--- config.mk ---
export PLATFORM = sky130hd
export DESIGN_NAME = sap_u_control_sequencer_flat
export DESIGN_NICKNAME = d
export VERILOG_FILES = /design/src/rtl/sap_u_control_sequencer_if.sv /design/src/rtl/sap_u_control_sequencer.sv /design/src/flat_wrapper.sv
export SDC_FILE = /design/constraint.sdc
export NUM_CORES = 1
export LEC_CHECK = 0
export CAP_MARGIN = 20
export CORE_UTILIZATION = 40
export CTS_BUF_LIST = sky130_fd_sc_hd__clkbuf_4
export DETAILED_ROUTE_END_ITERATION = 12
export HOLD_SLACK_MARGIN = 0.02
export PLACE_DENSITY = 0.84
export SYNTH_ARGS = -nofsm -noshare
export SYNTH_HDL_FRONTEND = slang
export SYNTH_SLANG_ARGS = --single-unit
--- constraint.sdc ---
create_clock -name clk -period 3.68 [get_ports clk]
set_input_delay 0.552 -clock clk [delete_from_list [all_inputs] [get_ports clk]]
set_output_delay 0.552 -clock clk [all_outputs]
set_load 0.01 [all_outputs]
--- src/rtl/sap_u_control_sequencer_if.sv ---
// Control-strobe bundle between the SAP-U sequencer and the datapath blocks.
// The master side is the sequencer; the slave side is the datapath or bench.
interface sap_u_control_sequencer_if #(
  parameter int STEP_W   = 3,
  parameter int OPCODE_W = 4
);
  logic                run;
  logic                step_mode;
  logic                step_pulse;
  logic [OPCODE_W-1:0] instr_opcode;
  logic                pc_bus_enable_n;
  logic                pc_increment;
  logic                pc_load_n;
  logic                ram_load_mar_reg_n;
  logic                ram_bus_enable_n;
  logic                ram_write_enable_n;
  logic                ir_load_n;
  logic                ir_bus_enable_n;
  logic                reg_a_load_n;
  logic                reg_a_bus_enable_n;
  logic                reg_b_load_n;
  logic                alu_enable_n;
  logic                alu_subtract;
  logic                out_load_n;
  logic                halted;
  logic [STEP_W-1:0]   t_state;

  modport master (
    input  run, step_mode, step_pulse, instr_opcode,
    output pc_bus_enable_n, pc_increment, pc_load_n, ram_load_mar_reg_n,
           ram_bus_enable_n, ram_write_enable_n, ir_load_n, ir_bus_enable_n,
           reg_a_load_n, reg_a_bus_enable_n, reg_b_load_n, alu_enable_n,
           alu_subtract, out_load_n, halted, t_state
  );

  modport slave (
    output run, step_mode, step_pulse, instr_opcode,
    input  pc_bus_enable_n, pc_increment, pc_load_n, ram_load_mar_reg_n,
           ram_bus_enable_n, ram_write_enable_n, ir_load_n, ir_bus_enable_n,
           reg_a_load_n, reg_a_bus_enable_n, reg_b_load_n, alu_enable_n,
           alu_subtract, out_load_n, halted, t_state
  );
endinterface

--- src/rtl/sap_u_control_sequencer.sv ---
// SAP-U microcoded sequencer: T-state counter plus combinational strobe decode.
// Instructions run 3-5 T-states; HLT parks the machine until reset.
module sap_u_control_sequencer #(
  parameter int STEP_W   = 3,
  parameter int OPCODE_W = 4
) (
  input logic                        clk,
  input logic                        reset,
  sap_u_control_sequencer_if.master  cs
);

  typedef enum logic [STEP_W-1:0] {
    T0 = STEP_W'(0),
    T1 = STEP_W'(1),
    T2 = STEP_W'(2),
    T3 = STEP_W'(3),
    T4 = STEP_W'(4)
  } tstate_e;

  typedef struct packed {
    logic co, ce, j, mi, ro, ri, ii, io, ai, ao, bi, eo, su, oi;
  } ctrl_t;

  localparam logic [OPCODE_W-1:0] OP_LDA = OPCODE_W'(4'h1);
  localparam logic [OPCODE_W-1:0] OP_ADD = OPCODE_W'(4'h2);
  localparam logic [OPCODE_W-1:0] OP_SUB = OPCODE_W'(4'h3);
  localparam logic [OPCODE_W-1:0] OP_STA = OPCODE_W'(4'h4);
  localparam logic [OPCODE_W-1:0] OP_LDI = OPCODE_W'(4'h5);
  localparam logic [OPCODE_W-1:0] OP_JMP = OPCODE_W'(4'h6);
  localparam logic [OPCODE_W-1:0] OP_OUT = OPCODE_W'(4'hE);
  localparam logic [OPCODE_W-1:0] OP_HLT = OPCODE_W'(4'hF);

  tstate_e state_q, state_d;
  logic    halted_q, halted_d;
  ctrl_t   ctrl, ctrl_g;
  logic    advance, last, is_alu, is_mem;

  always_comb begin
    is_alu   = (cs.instr_opcode == OP_ADD) || (cs.instr_opcode == OP_SUB);
    is_mem   = is_alu || (cs.instr_opcode == OP_LDA) || (cs.instr_opcode == OP_STA);
    advance  = cs.run & ~halted_q & (~cs.step_mode | cs.step_pulse);
    ctrl     = '0;
    last     = 1'b1;
    state_d  = state_q;
    halted_d = halted_q;

    // T0/T1 never look at the opcode: the IR only becomes valid at T2.
    case (state_q)
      T0: begin
        ctrl.co = 1'b1; ctrl.mi = 1'b1; last = 1'b0;
      end
      T1: begin
        ctrl.ro = 1'b1; ctrl.ii = 1'b1; ctrl.ce = 1'b1; last = 1'b0;
      end
      T2: begin
        last = ~is_mem;
        case (cs.instr_opcode)
          OP_LDA, OP_ADD, OP_SUB, OP_STA: begin ctrl.io = 1'b1; ctrl.mi = 1'b1; end
          OP_LDI: begin ctrl.io = 1'b1; ctrl.ai = 1'b1; end
          OP_JMP: begin ctrl.io = 1'b1; ctrl.j  = 1'b1; end
          OP_OUT: begin ctrl.ao = 1'b1; ctrl.oi = 1'b1; end
          default: ;
        endcase
      end
      T3: begin
        last = ~is_alu;
        case (cs.instr_opcode)
          OP_LDA: begin ctrl.ro = 1'b1; ctrl.ai = 1'b1; end
          OP_ADD: begin ctrl.ro = 1'b1; ctrl.bi = 1'b1; end
          // Subtract is raised a cycle early so the ALU has settled before EO.
          OP_SUB: begin ctrl.ro = 1'b1; ctrl.bi = 1'b1; ctrl.su = 1'b1; end
          OP_STA: begin ctrl.ao = 1'b1; ctrl.ri = 1'b1; end
          default: ;
        endcase
      end
      T4: begin
        ctrl.eo = 1'b1; ctrl.ai = 1'b1;
        ctrl.su = (cs.instr_opcode == OP_SUB);
      end
      default: ;
    endcase

    if (advance) begin
      if (state_q == T2 && cs.instr_opcode == OP_HLT) begin
        halted_d = 1'b1;
        state_d  = T0;
      end else if (last) begin
        state_d  = T0;
      end else begin
        state_d  = tstate_e'(state_q + STEP_W'(1));
      end
    end

    ctrl_g = (~reset & cs.run & ~halted_q) ? ctrl : '0;
  end

  always_ff @(posedge clk) begin
    if (reset) begin
      state_q  <= T0;
      halted_q <= 1'b0;
    end else begin
      state_q  <= state_d;
      halted_q <= halted_d;
    end
  end

  assign cs.pc_bus_enable_n    = ~ctrl_g.co;
  assign cs.pc_increment       =  ctrl_g.ce;
  assign cs.pc_load_n          = ~ctrl_g.j;
  assign cs.ram_load_mar_reg_n = ~ctrl_g.mi;
  assign cs.ram_bus_enable_n   = ~ctrl_g.ro;
  assign cs.ram_write_enable_n = ~ctrl_g.ri;
  assign cs.ir_load_n          = ~ctrl_g.ii;
  assign cs.ir_bus_enable_n    = ~ctrl_g.io;
  assign cs.reg_a_load_n       = ~ctrl_g.ai;
  assign cs.reg_a_bus_enable_n = ~ctrl_g.ao;
  assign cs.reg_b_load_n       = ~ctrl_g.bi;
  assign cs.alu_enable_n       = ~ctrl_g.eo;
  assign cs.alu_subtract       =  ctrl_g.su;
  assign cs.out_load_n         = ~ctrl_g.oi;
  assign cs.halted             = halted_q;
  assign cs.t_state            = state_q;

endmodule

--- src/flat_wrapper.sv ---
// flat-port wrapper written by rule: the top's interface ports become plain ports
module sap_u_control_sequencer_flat 
#(
  parameter int STEP_W   = 3,
  parameter int OPCODE_W = 4
)
  (clk, reset, cs_run, cs_step_mode, cs_step_pulse, cs_instr_opcode, cs_pc_bus_enable_n, cs_pc_increment, cs_pc_load_n, cs_ram_load_mar_reg_n, cs_ram_bus_enable_n, cs_ram_write_enable_n, cs_ir_load_n, cs_ir_bus_enable_n, cs_reg_a_load_n, cs_reg_a_bus_enable_n, cs_reg_b_load_n, cs_alu_enable_n, cs_alu_subtract, cs_out_load_n, cs_halted, cs_t_state);
  sap_u_control_sequencer_if #(.STEP_W(STEP_W), .OPCODE_W(OPCODE_W)) cs_i ();
  input logic clk;
  input logic reset;
  input wire logic [$bits(cs_i.run)-1:0] cs_run;
  input wire logic [$bits(cs_i.step_mode)-1:0] cs_step_mode;
  input wire logic [$bits(cs_i.step_pulse)-1:0] cs_step_pulse;
  input wire logic [$bits(cs_i.instr_opcode)-1:0] cs_instr_opcode;
  output wire logic [$bits(cs_i.pc_bus_enable_n)-1:0] cs_pc_bus_enable_n;
  output wire logic [$bits(cs_i.pc_increment)-1:0] cs_pc_increment;
  output wire logic [$bits(cs_i.pc_load_n)-1:0] cs_pc_load_n;
  output wire logic [$bits(cs_i.ram_load_mar_reg_n)-1:0] cs_ram_load_mar_reg_n;
  output wire logic [$bits(cs_i.ram_bus_enable_n)-1:0] cs_ram_bus_enable_n;
  output wire logic [$bits(cs_i.ram_write_enable_n)-1:0] cs_ram_write_enable_n;
  output wire logic [$bits(cs_i.ir_load_n)-1:0] cs_ir_load_n;
  output wire logic [$bits(cs_i.ir_bus_enable_n)-1:0] cs_ir_bus_enable_n;
  output wire logic [$bits(cs_i.reg_a_load_n)-1:0] cs_reg_a_load_n;
  output wire logic [$bits(cs_i.reg_a_bus_enable_n)-1:0] cs_reg_a_bus_enable_n;
  output wire logic [$bits(cs_i.reg_b_load_n)-1:0] cs_reg_b_load_n;
  output wire logic [$bits(cs_i.alu_enable_n)-1:0] cs_alu_enable_n;
  output wire logic [$bits(cs_i.alu_subtract)-1:0] cs_alu_subtract;
  output wire logic [$bits(cs_i.out_load_n)-1:0] cs_out_load_n;
  output wire logic [$bits(cs_i.halted)-1:0] cs_halted;
  output wire logic [$bits(cs_i.t_state)-1:0] cs_t_state;
  assign cs_i.run = cs_run;
  assign cs_i.step_mode = cs_step_mode;
  assign cs_i.step_pulse = cs_step_pulse;
  assign cs_i.instr_opcode = cs_instr_opcode;
  assign cs_pc_bus_enable_n = cs_i.pc_bus_enable_n;
  assign cs_pc_increment = cs_i.pc_increment;
  assign cs_pc_load_n = cs_i.pc_load_n;
  assign cs_ram_load_mar_reg_n = cs_i.ram_load_mar_reg_n;
  assign cs_ram_bus_enable_n = cs_i.ram_bus_enable_n;
  assign cs_ram_write_enable_n = cs_i.ram_write_enable_n;
  assign cs_ir_load_n = cs_i.ir_load_n;
  assign cs_ir_bus_enable_n = cs_i.ir_bus_enable_n;
  assign cs_reg_a_load_n = cs_i.reg_a_load_n;
  assign cs_reg_a_bus_enable_n = cs_i.reg_a_bus_enable_n;
  assign cs_reg_b_load_n = cs_i.reg_b_load_n;
  assign cs_alu_enable_n = cs_i.alu_enable_n;
  assign cs_alu_subtract = cs_i.alu_subtract;
  assign cs_out_load_n = cs_i.out_load_n;
  assign cs_halted = cs_i.halted;
  assign cs_t_state = cs_i.t_state;
  sap_u_control_sequencer #(.STEP_W(STEP_W), .OPCODE_W(OPCODE_W)) u_core (.clk(clk), .reset(reset), .cs(cs_i));
endmodule
# After elaboration in Yosys (flattened, before gate mapping)
# Cells that the tools add are included.
# word_totals
reg_bits	4
output_inout_bits	18
# op_classes
addsub	1
eq_ne	12
n_mux	27
n_bitwise	22
reduce_logical	11
# ops
cell	count
1-bit 2-to-1 mux	18
1-bit inverter	17
14-bit 2-to-1 mux	1
4-bit by 3-bit == test with 1-bit output, second input constant	3
4-bit by 2-bit == test with 1-bit output, second input constant	2
4-bit == test, second input constant	2
1-bit case mux with 2 select lines	4
3-bit by 2-bit == test with 1-bit output, second input constant	2
3-bit 2-to-1 mux	2
1-bit case mux with 3 select lines	2
6-bit OR reduction	1
1-bit AND	4
4-bit by 1-bit == test with 1-bit output, second input constant	1
2-bit OR reduction	2
4-bit OR reduction	1
3-bit by 1-bit adder with 3-bit output, second input constant	1
3-bit by 1-bit == test with 1-bit output, second input constant	1
3-bit == test, second input constant	1
3-bit logical NOT	1
1-bit logical OR	3
3-bit OR reduction	1
2-bit AND reduction	1
1-bit logical AND	1
1-bit bitwise OR	1

# Depth between registers and ports, before layout
# Gate-level depths: netlist of the first run.
# depth
ltp_word	8
ltp_mapped	6
depth_no_buf	6

# Worst setup path after synthesis of the first run
# OpenSTA, ideal clock, no wires.
# synth_path
path_type	in2out
from	in reset
to	out cs_alu_subtract
arrival_time_ns	1.694
required_ns	3.128
slack_ns	1.434
stages	4
n_path_buf	0
cell_sequence	or3b_1 -> nor2_1 -> nand2_1 -> nor4b_1
# synth_via
elab_chain_cells	4
# synth_lines
element	line_no	source
from (decl)	flat_wrapper.sv:10	input logic reset;
1-bit inverter	sap_u_control_sequencer.sv:94	ctrl_g = (~reset & cs.run & ~halted_q) ? ctrl : '0;
1-bit AND (2 in a row)	sap_u_control_sequencer.sv:94	
14-bit 2-to-1 mux	sap_u_control_sequencer.sv:94	
to (decl)	flat_wrapper.sv:27	output wire logic [$bits(cs_i.alu_subtract)-1:0] cs_alu_subtract;
# No other way between the ends.

# Worst setup path after layout of the first run
# layout_path
from	in cs_run
to	out cs_alu_subtract
# layout_via
elab_chain_cells	3
# layout_lines
element	line_no	source
from (decl)	flat_wrapper.sv:11	input wire logic [$bits(cs_i.run)-1:0] cs_run;
1-bit AND (2 in a row)	sap_u_control_sequencer.sv:94	
14-bit 2-to-1 mux	sap_u_control_sequencer.sv:94	
# No other way between the ends.

==> results of run 1 <==
-- layer usage --
layer | part of all wire [%] | wire length (µm) | vias to the layer above
met4 | 0 | 0 | 0
met5 | 0 | 0 | -
met3 | 6.7 | 95 | 0
li1 | - | - | 317
met2 | 47 | 658 | 31
met1 | 47 | 658 | 261
-- worst max-delay path: stages --
cell and delay, ps:
clkdlybuf4s50_1 500, or3b_1 400, nor2_1 240, nand2_1 90, nor4b_1 280, clkdlybuf4s50_1 580
-- layout by cell type (no fill, tap or decap), types with 3 or more instances in the layout --
master	count
nor2b_1	3
clkbuf_4	3
o21ai_2	3
ha_1	5
nand3_1	3
inv_1	8
clkdlybuf4s50_1	26
nand2_1	10
nor2_1	6
dfxtp_1	4
-- synthesized netlist by cell type --
master	number
nand4b_1	1
buf_6	2
ha_1	5
or3b_1	1
nor3_1	1
nor2b_1	3
a31oi_1	2
and2_1	1
o2111ai_1	1
and3_1	2
dfxtp_1	4
nand2_1	10
nand3_1	3
or4_1	1
nor2_1	6
nand2b_1	1
nor3b_1	1
o31ai_1	1
nor3b_2	1
nor4b_1	2
a21boi_0	1
o21ai_0	2
nand4_1	2
o31a_1	1
a21oi_1	2
o21a_1	1
inv_1	8
o21ai_2	3
or4b_4	1
o211ai_1	2
-- final timing paths --
check                    endpoint  slack, ps  cells past startpoint
min reg2reg  u_core.cs.t_state[1]        510                      2
max reg2reg  u_core.cs.t_state[1]       1710                      6
max               cs_alu_subtract        470                      6
min          u_core.cs.t_state[1]        510                      2
-- sequential cells by signal, indices dropped and copies added, names as in the netlist --
register,count
u_core.cs.halted,1
u_core.cs.t_state,3
-- logic make-up after synthesis --
logic type | after synthesis | synth area share (%)
and+or+nand+nor | 37 | 40.8
AOI/OAI and AO/OA | 16 | 21.8
buffers and inverters | 10 | 10.1
adders and majority gates | 5 | 12.0
DFF | 4 | 15.3
-- per-stage QoR --
stage                     cells  setup slack (ps)
after floorplan              72              1430
after global placement      110               513
after detailed placement    110               470
after CTS                   113               456
after global routing        113               341
final                       113               472
-- cell type report --
cell class,count,share of cell area [%]
timing repair buffer,26,32.6
inverter,8,3.76
clock buffer,3,2.82
multi-input combinational,58,48.7
sequential,4,10.0
tap,14,2.19
-- power by group --
| group | internal (mW) | switching, mW |
|---|---|---|
| Sequential | 0.0460 | 0.00399 |
| Clock | 0.0365 | 0.0180 |
| Combinational | 0.0307 | 0.0294 |
==> flow_metrics.tcl, run 1 <==
set metrics [dict create \
    drc 0 \
    max_freq_ghz 0.312 \
    tns_ps 0 \
    grt_pass1_vias 509 \
    synth.area.top_cells "dfxtp_1, ha_1, nand2_1, inv_1, o21ai_2" \
    cts_sinks 4 \
    synth_top_area_share_pct 15.3 \
    required_ps 3130 \
    ys_seq_area_share_pct 15.3 \
    fillers 114 \
    r2r-start "u_core.cs.t_state[0]" \
    slew_viol_final 0 \
    die_h_um 38.1 \
    skew_ps 0.995 \
    synth_fp_nets 86 \
    io_pins 27 \
    maxSlewHeadroom_pct 77.6 \
    synth_cell_types 30 \
    yosys_register_bits 4 \
    final_util_pct 69.2 \
    antenna_found_initial 0 \
    routabilityCongestion 0.762 \
    hold_slack_ps 508 \
    nNetsFinal 115 \
    yosysWarnings 0 \
    clockBufferDepth 2 \
    end_kind "output pin" \
    tritoncts "done" \
    syn-cell-area_um2 522 \
    dieArea_um2 1450 \
    die_w_um 38.1 \
    dpl.hpwl_um 1080 \
    cts-resized-gates 0 \
    wl_um 1410 \
    min_from "u_core.cs.t_state[1]" \
    cts_setup_buffers 0 \
    placementRows 12 \
    globalRouteMet2Util_pct 35.6 \
    yosysTopAreaCell "dfxtp_1" \
    multi_input_area_um2 389 \
    drive_gt1_share_pct 8.08 \
    power.density_nw_per_um2 206 \
    drtPass1Iterations 4 \
    maxCapViolations 0 \
    crit_arrival_ps 2660 \
    ant_nets 0 \
    detail_route.vias_per_cell 5.39 \
    vias 609 \
    syn2layout_area_growth_pct 53.2 \
    finalHoldViolCount 0 \
    start_kind "input port" \
    power.leakage_nw 0.304 \
    h-tree-depth 1 \
    crit_fanout 5 \
    synth_area_per_cell_um2 7.25 \
    grt_overflow 0 \
    period_minus_slack_ps 3210 \
    outcome "complete, no violations" \
    seqCellArea_um2 80.1 \
    clock_latency_ps 230 \
    initial_core_util_pct 45.1 \
    drt_iter0_drc 17 \
    cts_hold_buf 0 \
    crit_path_start "cs_run" \
    worstSetupPathType "input port to output pin" \
    tightest_slew_ps 335 \
    fin_area_um2 800 \
    synthCells 72 \
    finalSetupViolations 0 \
    path_clk_slew_ps 40 \
    gr-max-usage-layer "met2" \
    dpl-instance-area_um2 777 \
    min-delay-path-class "register to register" \
    use_met1_pct 25.4 \
    antennaDiodeCount 0 \
    fp.coreArea_um2 1160 \
    wl_per_cell_um 12.5 \
    cts_made_buffers 3 \
    grt_pass1_wl_um 2110 \
    period_share_pct 87.2 \
    groute.usage.overall_pct 20.2 \
    grt_util_met3_pct 1.74 \
    rsz0062_at_grt "false" \
    peakVddDrop_uv 203 \
    io_buffers 26 \
    clockRootBuffer "clkbuf_4" \
    grt_max_degree 11 \
    power_mw 0.165 \
]
Note: power is estimated with default switching activity, not from simulation.
==> run 2, diff against run 1 <==
- HOLD_SLACK_MARGIN: 0.02 -> 0.05
==> results of run 2 <==
No change in the layout: final DEF, timing and power equal those of run 1.
